<file path="config.mk">
export PLATFORM = sky130hd
export DESIGN_NAME = spi_pad_master
export DESIGN_NICKNAME = d
export VERILOG_FILES = /design/src/rtl/spi_pad_master.sv
export SDC_FILE = /design/constraint.sdc
export NUM_CORES = 1
export LEC_CHECK = 0
export CAP_MARGIN = 20
export CORE_AREA = 2 2 139 141
export CTS_CLUSTER_DIAMETER = 40
export DETAILED_ROUTE_END_ITERATION = 7
export DIE_AREA = 0 0 141 143
export PLACE_DENSITY_LB_ADDON = 0.08
export SLEW_MARGIN = 20
export SYNTH_ARGS = -nofsm -noshare
export SYNTH_HDL_FRONTEND = slang
export SYNTH_SLANG_ARGS = --single-unit
</file>
<file path="constraint.sdc">
create_clock -name clk_i -period 3.65 [get_ports clk_i]
set_input_delay 0.5475 -clock clk_i [delete_from_list [all_inputs] [get_ports clk_i]]
set_output_delay 0.5475 -clock clk_i [all_outputs]
set_load 0.02 [all_outputs]
</file>
<file path="src/rtl/spi_pad_master.sv">
// spi_pad_master: SPI mode-0 master (CPOL=0, CPHA=0, MSB first) driving the
// SPI pad group (SCK, eight active-low selects, MOSI, MISO).
// One transfer at a time is taken on a valid/ready command port. The received
// word is returned on a valid/ready response port.
//
// Ports
//   clk_i, rst_i          single clock, synchronous active-high reset
//   req_valid_i/ready_o   command handshake
//   req_ss_i              select index (0..7)
//   req_len_i             bit count, 0 or >MAX_BITS means MAX_BITS
//   req_data_i            TX word, right-aligned
//   clk_div_i             SCK half period H = clk_div_i + 1 clk cycles
//   rsp_valid_o/ready_i   response handshake
//   rsp_data_o            RX word, right-aligned, upper bits zero
//   busy_o                transfer in progress (state != IDLE)
//   spi_sck_o, spi_ss_o, spi_mosi_o, spi_miso_i   pad-side SPI signals
//
// state  | meaning
// IDLE   | waiting for a command, req_ready_o high
// SETUP  | SS asserted, first MOSI bit presented, SCK low for H cycles
// SCK_HI | SCK high for H cycles; MISO was sampled on entry
// SCK_LO | SCK low for H cycles; MOSI moved to next bit on entry
// HOLD   | SCK low, SS still asserted, last MOSI bit held for H cycles
// RESP   | SS released, response valid until consumed

module spi_pad_master #(
  parameter int MAX_BITS = 32,
  parameter int DIV_W    = 8
) (
  input  logic                clk_i,
  input  logic                rst_i,
  input  logic                req_valid_i,
  output logic                req_ready_o,
  input  logic [2:0]          req_ss_i,
  input  logic [5:0]          req_len_i,
  input  logic [MAX_BITS-1:0] req_data_i,
  input  logic [DIV_W-1:0]    clk_div_i,
  output logic                rsp_valid_o,
  input  logic                rsp_ready_i,
  output logic [MAX_BITS-1:0] rsp_data_o,
  output logic                busy_o,
  output logic                spi_sck_o,
  output logic [7:0]          spi_ss_o,
  output logic                spi_mosi_o,
  input  logic                spi_miso_i
);

  typedef enum logic [2:0] {IDLE, SETUP, SCK_HI, SCK_LO, HOLD, RESP} state_t;

  state_t              state, state_next;
  logic [DIV_W-1:0]    div_q, div_cnt;
  logic [5:0]          len_q, bit_cnt, len_eff;
  logic [MAX_BITS-1:0] tx_sh, rx_sh, tx_aligned;
  logic                phase_done;

  assign phase_done = (div_cnt == '0);

  assign len_eff = (req_len_i == 6'd0 || req_len_i > 6'(MAX_BITS)) ? 6'(MAX_BITS) : req_len_i;

  // TX word is left-aligned so the next MOSI bit is always the shifter MSB.
  assign tx_aligned = req_data_i << (7'(MAX_BITS) - {1'b0, len_eff});

  // Ready is gated by reset so a command presented during reset is never taken.
  assign req_ready_o = (state == IDLE) && !rst_i;
  assign busy_o      = (state != IDLE);

  always_comb begin
    state_next = state;
    case (state)
      IDLE:    if (req_valid_i) state_next = SETUP;
      SETUP:   if (phase_done)  state_next = SCK_HI;
      SCK_HI:  if (phase_done)  state_next = (bit_cnt == len_q) ? HOLD : SCK_LO;
      SCK_LO:  if (phase_done)  state_next = SCK_HI;
      HOLD:    if (phase_done)  state_next = RESP;
      RESP:    if (rsp_ready_i) state_next = IDLE;
      default: state_next = IDLE;
    endcase
  end

  always_ff @(posedge clk_i) begin
    if (rst_i) begin
      state       <= IDLE;
      spi_sck_o   <= 1'b0;
      spi_ss_o    <= 8'hFF;
      spi_mosi_o  <= 1'b0;
      rsp_valid_o <= 1'b0;
      rsp_data_o  <= '0;
      div_q       <= '0;
      div_cnt     <= '0;
      len_q       <= '0;
      bit_cnt     <= '0;
      tx_sh       <= '0;
      rx_sh       <= '0;
    end else begin
      state <= state_next;

      // Every phase change reloads the divider with H-1; from IDLE the
      // divider value is taken straight from the command being accepted.
      if (state_next != state)
        div_cnt <= (state == IDLE) ? clk_div_i : div_q;
      else if (!phase_done)
        div_cnt <= div_cnt - DIV_W'(1);

      case (state)
        IDLE: if (state_next == SETUP) begin
          div_q      <= clk_div_i;
          len_q      <= len_eff;
          tx_sh      <= tx_aligned;
          rx_sh      <= '0;
          bit_cnt    <= '0;
          spi_ss_o   <= ~(8'b1 << req_ss_i);
          spi_mosi_o <= tx_aligned[MAX_BITS-1];
        end
        SETUP, SCK_LO: if (state_next == SCK_HI) begin
          spi_sck_o <= 1'b1;
          rx_sh     <= {rx_sh[MAX_BITS-2:0], spi_miso_i};
          bit_cnt   <= bit_cnt + 6'd1;
        end
        SCK_HI: begin
          if (state_next == SCK_LO) begin
            spi_sck_o  <= 1'b0;
            tx_sh      <= tx_sh << 1;
            spi_mosi_o <= tx_sh[MAX_BITS-2];
          end else if (state_next == HOLD) begin
            spi_sck_o <= 1'b0;
          end
        end
        HOLD: if (state_next == RESP) begin
          spi_ss_o    <= 8'hFF;
          spi_mosi_o  <= 1'b0;
          rsp_valid_o <= 1'b1;
          rsp_data_o  <= rx_sh;
        end
        RESP: if (state_next == IDLE) rsp_valid_o <= 1'b0;
        default: ;
      endcase
    end
  end

endmodule

</file>
==> summary.md, run 1 <==
Data on the critical path is required at its endpoint by 3.97 ns. The share of post-route cells with drive strength above 1 was 9.65%; the number of max-capacitance violations reported was 0. Across the whole layout, storage elements account for 0.00274 mm². Clock tree synthesis inserted a total of 17 buffers. For this run, the number of Yosys warnings is 0.

The run gives 0.00738 mm² as the netlist area before placement. The post-synthesis area per instance works out to 7.60 µm². The tools report the number of cell rows as 50. After clock tree synthesis, the clock-pin slew on the worst setup and hold paths is 0.06 ns.

The number of cells on the worst reg-to-reg path is 10. Once the clock tree was built, the resizer swapped 0 gates to a different size. Pin count of the biggest net entering global routing: 73. The tools report the number of max-slew violations in the final report as 0. Power spread over the standard cell area amounts to 536 mW/mm².

Sequential area share after synthesis: 37.1%. The tools report the root buffer cell as sky130_fd_sc_hd__clkbuf_16. For the final number of hold-violating endpoints, the log shows 0. Dominant register cell in the synthesized netlist: sky130_fd_sc_hd__dfxtp_1. The tools report the start of the worst register-to-register path as div_cnt[0]. The cell count after synthesis came out at 972.

The tools report the category of the worst setup path launch point as a primary input. The filler cell count is 1876. For the cell leakage power, the log shows 3.34 nW. Once the floorplan was initialized, standard cells occupied 39.7% of the core. Along the worst hold path, the cell count comes to 2.

Timing would allow up to 323 MHz. The run gives 0 ns as the final setup TNS. The tools report the endpoint kind of the worst setup timing path as a flop.

The width of the chip was 141 µm. For this run, design rule violations remaining after detail routing come to 0. Compared with the post-synthesis result, the final layout area differs by 25.9%. The relative max-transition margin was 30.4%; the area enclosed by the die boundary was 0.0202 mm². The congestion estimate from routability-driven global placement came to 0.971.

TritonCTS built the clock tree. The logs give 69 for the count of cell types in the netlist and 0 for the residual antenna-violating net count after detailed routing. Setup repair after global routing left no endpoint under its margin. The wire length of the first global-routing pass was 35.5 mm; the wire length per cell after detailed routing was 16.8 µm. The logs give 6721 for the number of global-route vias before repair and 4 for the number of detailed-routing iterations run before antenna repair.

Setup violations remaining at the end of the flow were counted as 0. Synthesis inferred 137 register bits. Kind of path behind the tightest hold check: flop to flop. The fraction of registers with async set/reset is 0%. Synthesis produced a netlist with a net count of 1029.

The tools report the level count of the clock H-tree as 4. The commonest non-fill, non-tap cell in the layout is sky130_fd_sc_hd__nand2_1. After detailed routing, the number of vias per cell comes to 5.50. The final wirelength is 21.8 mm, and the die height is 143 µm. The routed design could run at a clock period as short as 3.09 ns. Of all nets on the critical path, the largest fanout is 14. In this run the count of I/O pins placed on the die edge is 99. The slew at the pin closest to its max-slew limit is 1.04 ns.

The logs give 440 for the first-iteration detailed-routing DRC count and 0 for the global route total overflow. Between clock sinks in the finished design, the worst skew comes to 0.00881 ns. CTS saw 137 sinks. The most critical setup path has its startpoint at req_len_i[5]. The endpoint arrival time on the critical path is 3.41 ns. The flow ran to the end, and the final reports show no timing, DRC or antenna violations. The class of the most critical setup path is primary input to flop. The floorplan step defined a core boundary enclosing 0.0186 mm².

Detailed placement finished with a half-perimeter wire length of 15.6 mm. The post-CTS setup buffer count is 0. IR analysis of the VDD net gives a maximum drop of 0.337 mV. The initial antenna violation count is 0, and the final critical-path share of the clock period is 84.8%. The tools report the final antenna diode count as 0. The area used by multi-input combinational logic is 0.00432 mm². The tools report the via count as 7153. Yosys mapped a number of flops with a built-in enable equal to 0.

Setup slack on the critical path of the routed design comes to 0.556 ns. At the placement stage, the worst setup path has a slack of 0.163 ns. For this run, the post-layout net count is 1111. In this run the deepest clock path goes through 2 buffers.

After clock tree synthesis, the flow added hold-fix buffers numbering 0. The run gives 0.41 ns as the clock latency on the worst-skew pair. In the layout the commonest cells are sky130_fd_sc_hd__nand2_1 (258), sky130_fd_sc_hd__dfxtp_1 (137), sky130_fd_sc_hd__a21oi_1 (114). During placement, the flow inserted port buffers numbering 98. The worst hold path begins at rsp_data_o[11]. The global-route total usage across every layer is 22.0%.
## synthesized netlist by cell type (all sizes together) (10+ instances only)
| library cell | instances | area, µm² |
|---|---|---|
| nand3 | 22 | 110 |
| xnor2 | 12 | 105 |
| dfxtp | 137 | 2740 |
| a31oi | 12 | 75.1 |
| nand2 | 258 | 968 |
| nor2 | 66 | 248 |
| nor3 | 21 | 105 |
| a221oi | 11 | 96.3 |
| a211oi | 10 | 75.1 |
| clkbuf | 52 | 196 |
| buf | 24 | 135 |
| mux2i | 58 | 581 |
| a21oi | 115 | 576 |
| nor4 | 10 | 62.6 |
| o21ai | 24 | 120 |
## cell type report
type | count | share of cell area, %
clock inverter | 13 | 1.55
multi-input combinational | 751 | 46.5
timing repair buffer | 139 | 14.1
inverter | 8 | 0.323
clock buffer | 19 | 4.87
tap | 234 | 3.15
sequential | 137 | 29.5
## power by group
part           total, mW  internal (mW)  leakage, nW  switching (mW)
logic               1.52          0.582         1.94           0.943
registers           1.74           1.63         1.11           0.110
clock network       1.72           1.05        0.282           0.669
## path summary, 6_finish.rpt
kind,endpoint,slack [ns]
hold reg to reg,rsp_data_o[11],0.45
setup / recovery,spi_mosi_o,0.56
setup reg to reg,tx_sh[21],0.76
hold / removal,rsp_data_o[11],0.45
## worst max-delay path, cell delays in order
cell                              delay (ns)
sky130_fd_sc_hd__clkdlybuf4s50_1        0.55
sky130_fd_sc_hd__inv_1                  0.11
sky130_fd_sc_hd__nand2_1                0.12
sky130_fd_sc_hd__ha_1                   0.19
sky130_fd_sc_hd__or3b_2                 0.46
sky130_fd_sc_hd__a221oi_1               0.33
sky130_fd_sc_hd__buf_4                  0.27
sky130_fd_sc_hd__nor2_1                 0.07
sky130_fd_sc_hd__a32oi_1                0.31
sky130_fd_sc_hd__o221ai_1               0.18
sky130_fd_sc_hd__a221oi_1               0.27
## logic make-up (layout without fill, tap and decap cells)
kind of cell             after synthesis  after routing  share of synthesized area, %
AND/OR/NAND/NOR                      430            430                          25.2
AO/OA/AOI/OAI                        229            229                          19.3
flip-flops                           137            137                          37.1
buffers and inverters                 84            179                          4.90
multiplexers                          71             71                          10.8
XOR/XNOR                              18             18                          2.24
adder cells (fa/ha/maj)                3              3                         0.508
## routing by layer
metal | GRT usage (%) | part of all wire (%)
met1 | 32.6 | 51
met2 | 32.5 | 43
met3 | 4.53 | 4.7
met4 | 5.26 | 1.2
met5 | 0 | 0
## flip-flops by register name, indices dropped and copies added, names as in the netlist
register / count
bit_cnt: 6
div_cnt: 8
div_q: 8
len_q: 6
rsp_data_o: 32
rsp_valid_o: 1
rx_sh: 32
spi_mosi_o: 1
spi_sck_o: 1
spi_ss_o: 8
state: 3
tx_sh: 31
## metrics by stage
| stage | instance area (µm²) | hold WS, ns | cells | power [mW] | utilization, % |
|---|---|---|---|---|---|
| after floorplan | 7380 | 0.432 | 972 | 2.79 | - |
| after global placement | 8690 | 0.444 | 1269 | 3.28 | 46.8 |
| after detailed placement | 8690 | 0.448 | 1269 | 3.28 | 46.8 |
| after CTS | 9290 | 0.456 | 1301 | 5.02 | 50.0 |
| after global routing | 9300 | 0.469 | 1301 | 5.30 | 50.0 |
| final | 9300 | 0.453 | 1301 | 4.99 | 50.0 |
Note: power is estimated with default switching activity, not from simulation.
==> run 2, diff against run 1 <==
- clock period: 3.65 -> 2.7 ns (I/O delays scaled with it)
==> run 2 against run 1 <==
Effect of this change: clock skew up 0.00063 ns; wire length grew 3.7%; total power up 46%; flip-flop and latch count did not move; final cell count grew 6.1%; core utilization is 4.8 points higher; global-route usage is 0.47 points higher; hold slack better by 0.0012 ns; critical endpoint is now tx_sh[8]; largest power group is now clock.
==> summary.md, run 2 (synthesis results as in run 1) <==
The total power was 7.26 mW; the final antenna diode count was 0. The tools report the final weighted congestion in routability-driven placement as 0.911. In this run the worst setup path begins at req_len_i[0].

For the data required time at the worst endpoint, the log shows 2.98 ns. Across all hold checks on the routed design, the worst slack comes to 0.454 ns. Entering global routing, the biggest net connects 106 pins. The logs give 0 for the global route total overflow and 0.00944 ns for the clock tree skew after final layout.

The commonest non-fill, non-tap cell in the layout was sky130_fd_sc_hd__nand2_1. The worst register-to-register path ends at tx_sh[24]. In this run the vertical extent of the chip is 143 µm. The run gives 33.4% as the combinational cell fraction of total power. The start of the worst register-to-register path was div_cnt[0].

Static timing analysis puts the maximum clock frequency at 383 MHz. The number of global-route vias before repair is 6941. Kind of path behind the tightest hold check: flop to flop.

The count of cells along the worst register-to-register path was 11; the clock-pin slew reported for the worst setup and hold paths after clock tree synthesis was 0.06 ns. Per report_power, the clock group accounts for 34.2% of the total. Leaving out fill and tap cells, the most frequent cells in the layout are sky130_fd_sc_hd__nand2_1 (257), sky130_fd_sc_hd__dfxtp_1 (137), sky130_fd_sc_hd__buf_4 (114).

Summed over all failing endpoints, the final setup total negative slack is 0 ns. In this run the horizontal extent of the chip is 141 µm. The tools report the category of the worst setup path launch point as a primary input.

The tools report the end of the worst hold path as rsp_data_o[9]. The run finished with clean final reports. The power density normalized to cell area works out to 712 mW/mm².

At the later pin of the worst-skew pair, clock insertion delay measures 0.42 ns. The biggest fanout along the worst timing path works out to 4. The peak supply drop is 0.442 mV.

In this run switching power makes up 32.6% of total power. The post-layout net count is 1191, and the slew at the pin closest to its max-slew limit is 0.487 ns. TritonCTS built the clock tree. Wires add up to 22.6 mm.

The core area was 0.0186 mm²; the cell depth of the worst min-delay path was 2. The share of total power dissipated in sequential elements is 32.5%. The cell leakage power came out at 3.78 nW. The number of max-slew violations in the final report is 0, and the detailed-route DRC error count is 0. After layout, the minimum clock period comes to 2.61 ns.

The largest registers in the layout are rsp_data_o: 32 flops, rx_sh: 32 flops, tx_sh: 31 flops. Once the floorplan was initialized, standard cells occupied 39.7% of the core. The initial antenna violation count is 0.

Cell internal power was estimated by the tool at 4.89 mW. For this run, the total global-route usage over all layers was measured as 22.4%. The die covers 0.0202 mm². The detailed router finished its first iteration with 499 violations. During I/O placement, the number of pins put on the boundary was 99.

The placed wire-length estimate is 16.3 mm, and the met1 wire length is 11.1 mm. The detail route stage leaves a number of antenna-violating nets equal to 0. The worst register-to-register path has a setup slack of 0.30 ns. Of the cells placed in the final design, the portion with a size suffix greater than 1 is 18.2%. For the final number of hold-violating endpoints, the log shows 0. The run gives 66.6% as the relative max-transition margin.

Setup repair after global routing left no endpoint under its margin. For the total non-filler cell area in the finished layout, the log shows 0.0102 mm². The first global-routing pass estimated 36.3 mm of wire. The H-tree generated during clock tree synthesis spans 4 levels. The total met2 wirelength after detailed routing came out at 9.99 mm. The floorplan has 50 rows. The class of the most critical setup path is primary input to flop. In the final routed layout, each cell accounts on average for 16.4 µm.

The run gives 5 as the number of detailed-routing iterations run before antenna repair. STA classifies the critical path endpoint as a flop. Number of max-capacitance violations reported: 0. The worst path uses 96.6% of the clock period. After detailed routing, the met3 layer carries 1.29 mm of wire. The longest clock path from root to sink contains 2 buffers. Summing over every cut layer, the via total after detailed routing is 7508. The number of I/O port buffers came out at 98.

Highest signal layer in the routed design: met4. Counting the buffers created by CTS gives 17. The tools report the hold buffer count at cts as 0. After detailed placement, the total cell area comes to 0.00936 mm².

Data on the critical path arrives at its endpoint at 2.89 ns. Beginning of the worst hold path: rsp_data_o[9]. The root buffer cell chosen for the clock tree is sky130_fd_sc_hd__clkbuf_16. The analysis attributes to net switching a power of 2.36 mW. The run gives 0 as the post-CTS setup buffer count. Total number of clock tree sinks: 137.

In the routed layout, each cell is associated on average with a via count of 5.44. Final count of negative-setup-slack endpoints: 0. The area growth from synthesis to layout is 38.0%.
-- run 2: through the flow --
step	worst slack (ns)	util [%]	cells
6_report	0.0919	54.8	1381
5_1_grt	0.00778	54.8	1381
4_1_cts	0.00562	53.8	1380
3_5_place_dp	-0.445	50.4	1348
3_3_place_gp	-0.453	50.4	1348
2_1_floorplan	0.0273	-	972
-- run 2: cell type report --
type                    count  area, µm²
flip-flops and latches    137       2740
multi-input cells         751       4500
well taps                 234        293
clock buffers              22        474
clock inverters            10        166
fillers                  1774       8390
repair buffers            219       1980
inverters                   8       32.5
-- run 2: worst max-delay path: stages --
cell,delay (ns)
sky130_fd_sc_hd__clkdlybuf4s50_1,0.43
sky130_fd_sc_hd__buf_4,0.15
sky130_fd_sc_hd__or4_4,0.57
sky130_fd_sc_hd__buf_4,0.16
sky130_fd_sc_hd__o31a_1,0.27
sky130_fd_sc_hd__nand3_1,0.09
sky130_fd_sc_hd__a2bb2oi_1,0.11
sky130_fd_sc_hd__a221oi_1,0.35
sky130_fd_sc_hd__buf_4,0.19
sky130_fd_sc_hd__nand2b_1,0.10
sky130_fd_sc_hd__a31oi_1,0.06
-- run 2: repair_timing --
action	in CTS	in global routing
setup endpoints to repair	1	20
pin swaps	0	5
gates resized for setup	2	33
cloned	0	1
-- run 2: layer usage --
| layer | up-vias | global-route usage [%] |
|---|---|---|
| li1 | 3750 | - |
| met1 | 3511 | 32.2 |
| met2 | 226 | 34.6 |
| met3 | 21 | 4.66 |
| met4 | 0 | 5.32 |
| met5 | - | 0 |
-- run 2: power groups by stage --
stage | Sequential, mW | Clock, mW | Combinational (mW)
6_report | 2.35 | 2.48 | 2.42
5_1_grt | 2.38 | 2.62 | 2.65
4_1_cts | 2.35 | 2.53 | 2.34
3_5_place_dp | 2.39 | 0 | 2.32
3_3_place_gp | 2.39 | 0 | 2.33
2_1_floorplan | 2.36 | 0 | 1.43
-- run 2: worst max-delay path by stage --
stage           endpoint
4_1_cts        tx_sh[30]
3_3_place_gp   tx_sh[20]
3_5_place_dp   tx_sh[20]
5_1_grt        tx_sh[28]
2_1_floorplan  tx_sh[18]
6_report        tx_sh[8]
==> run 3, diff against run 2 <==
- ABC_CLOCK_PERIOD_IN_PS: default -> 2700
- TNS_END_PERCENT: default -> 100
==> results of run 3 <==
Final layout, timing and power as in run 2 (identical DEF).
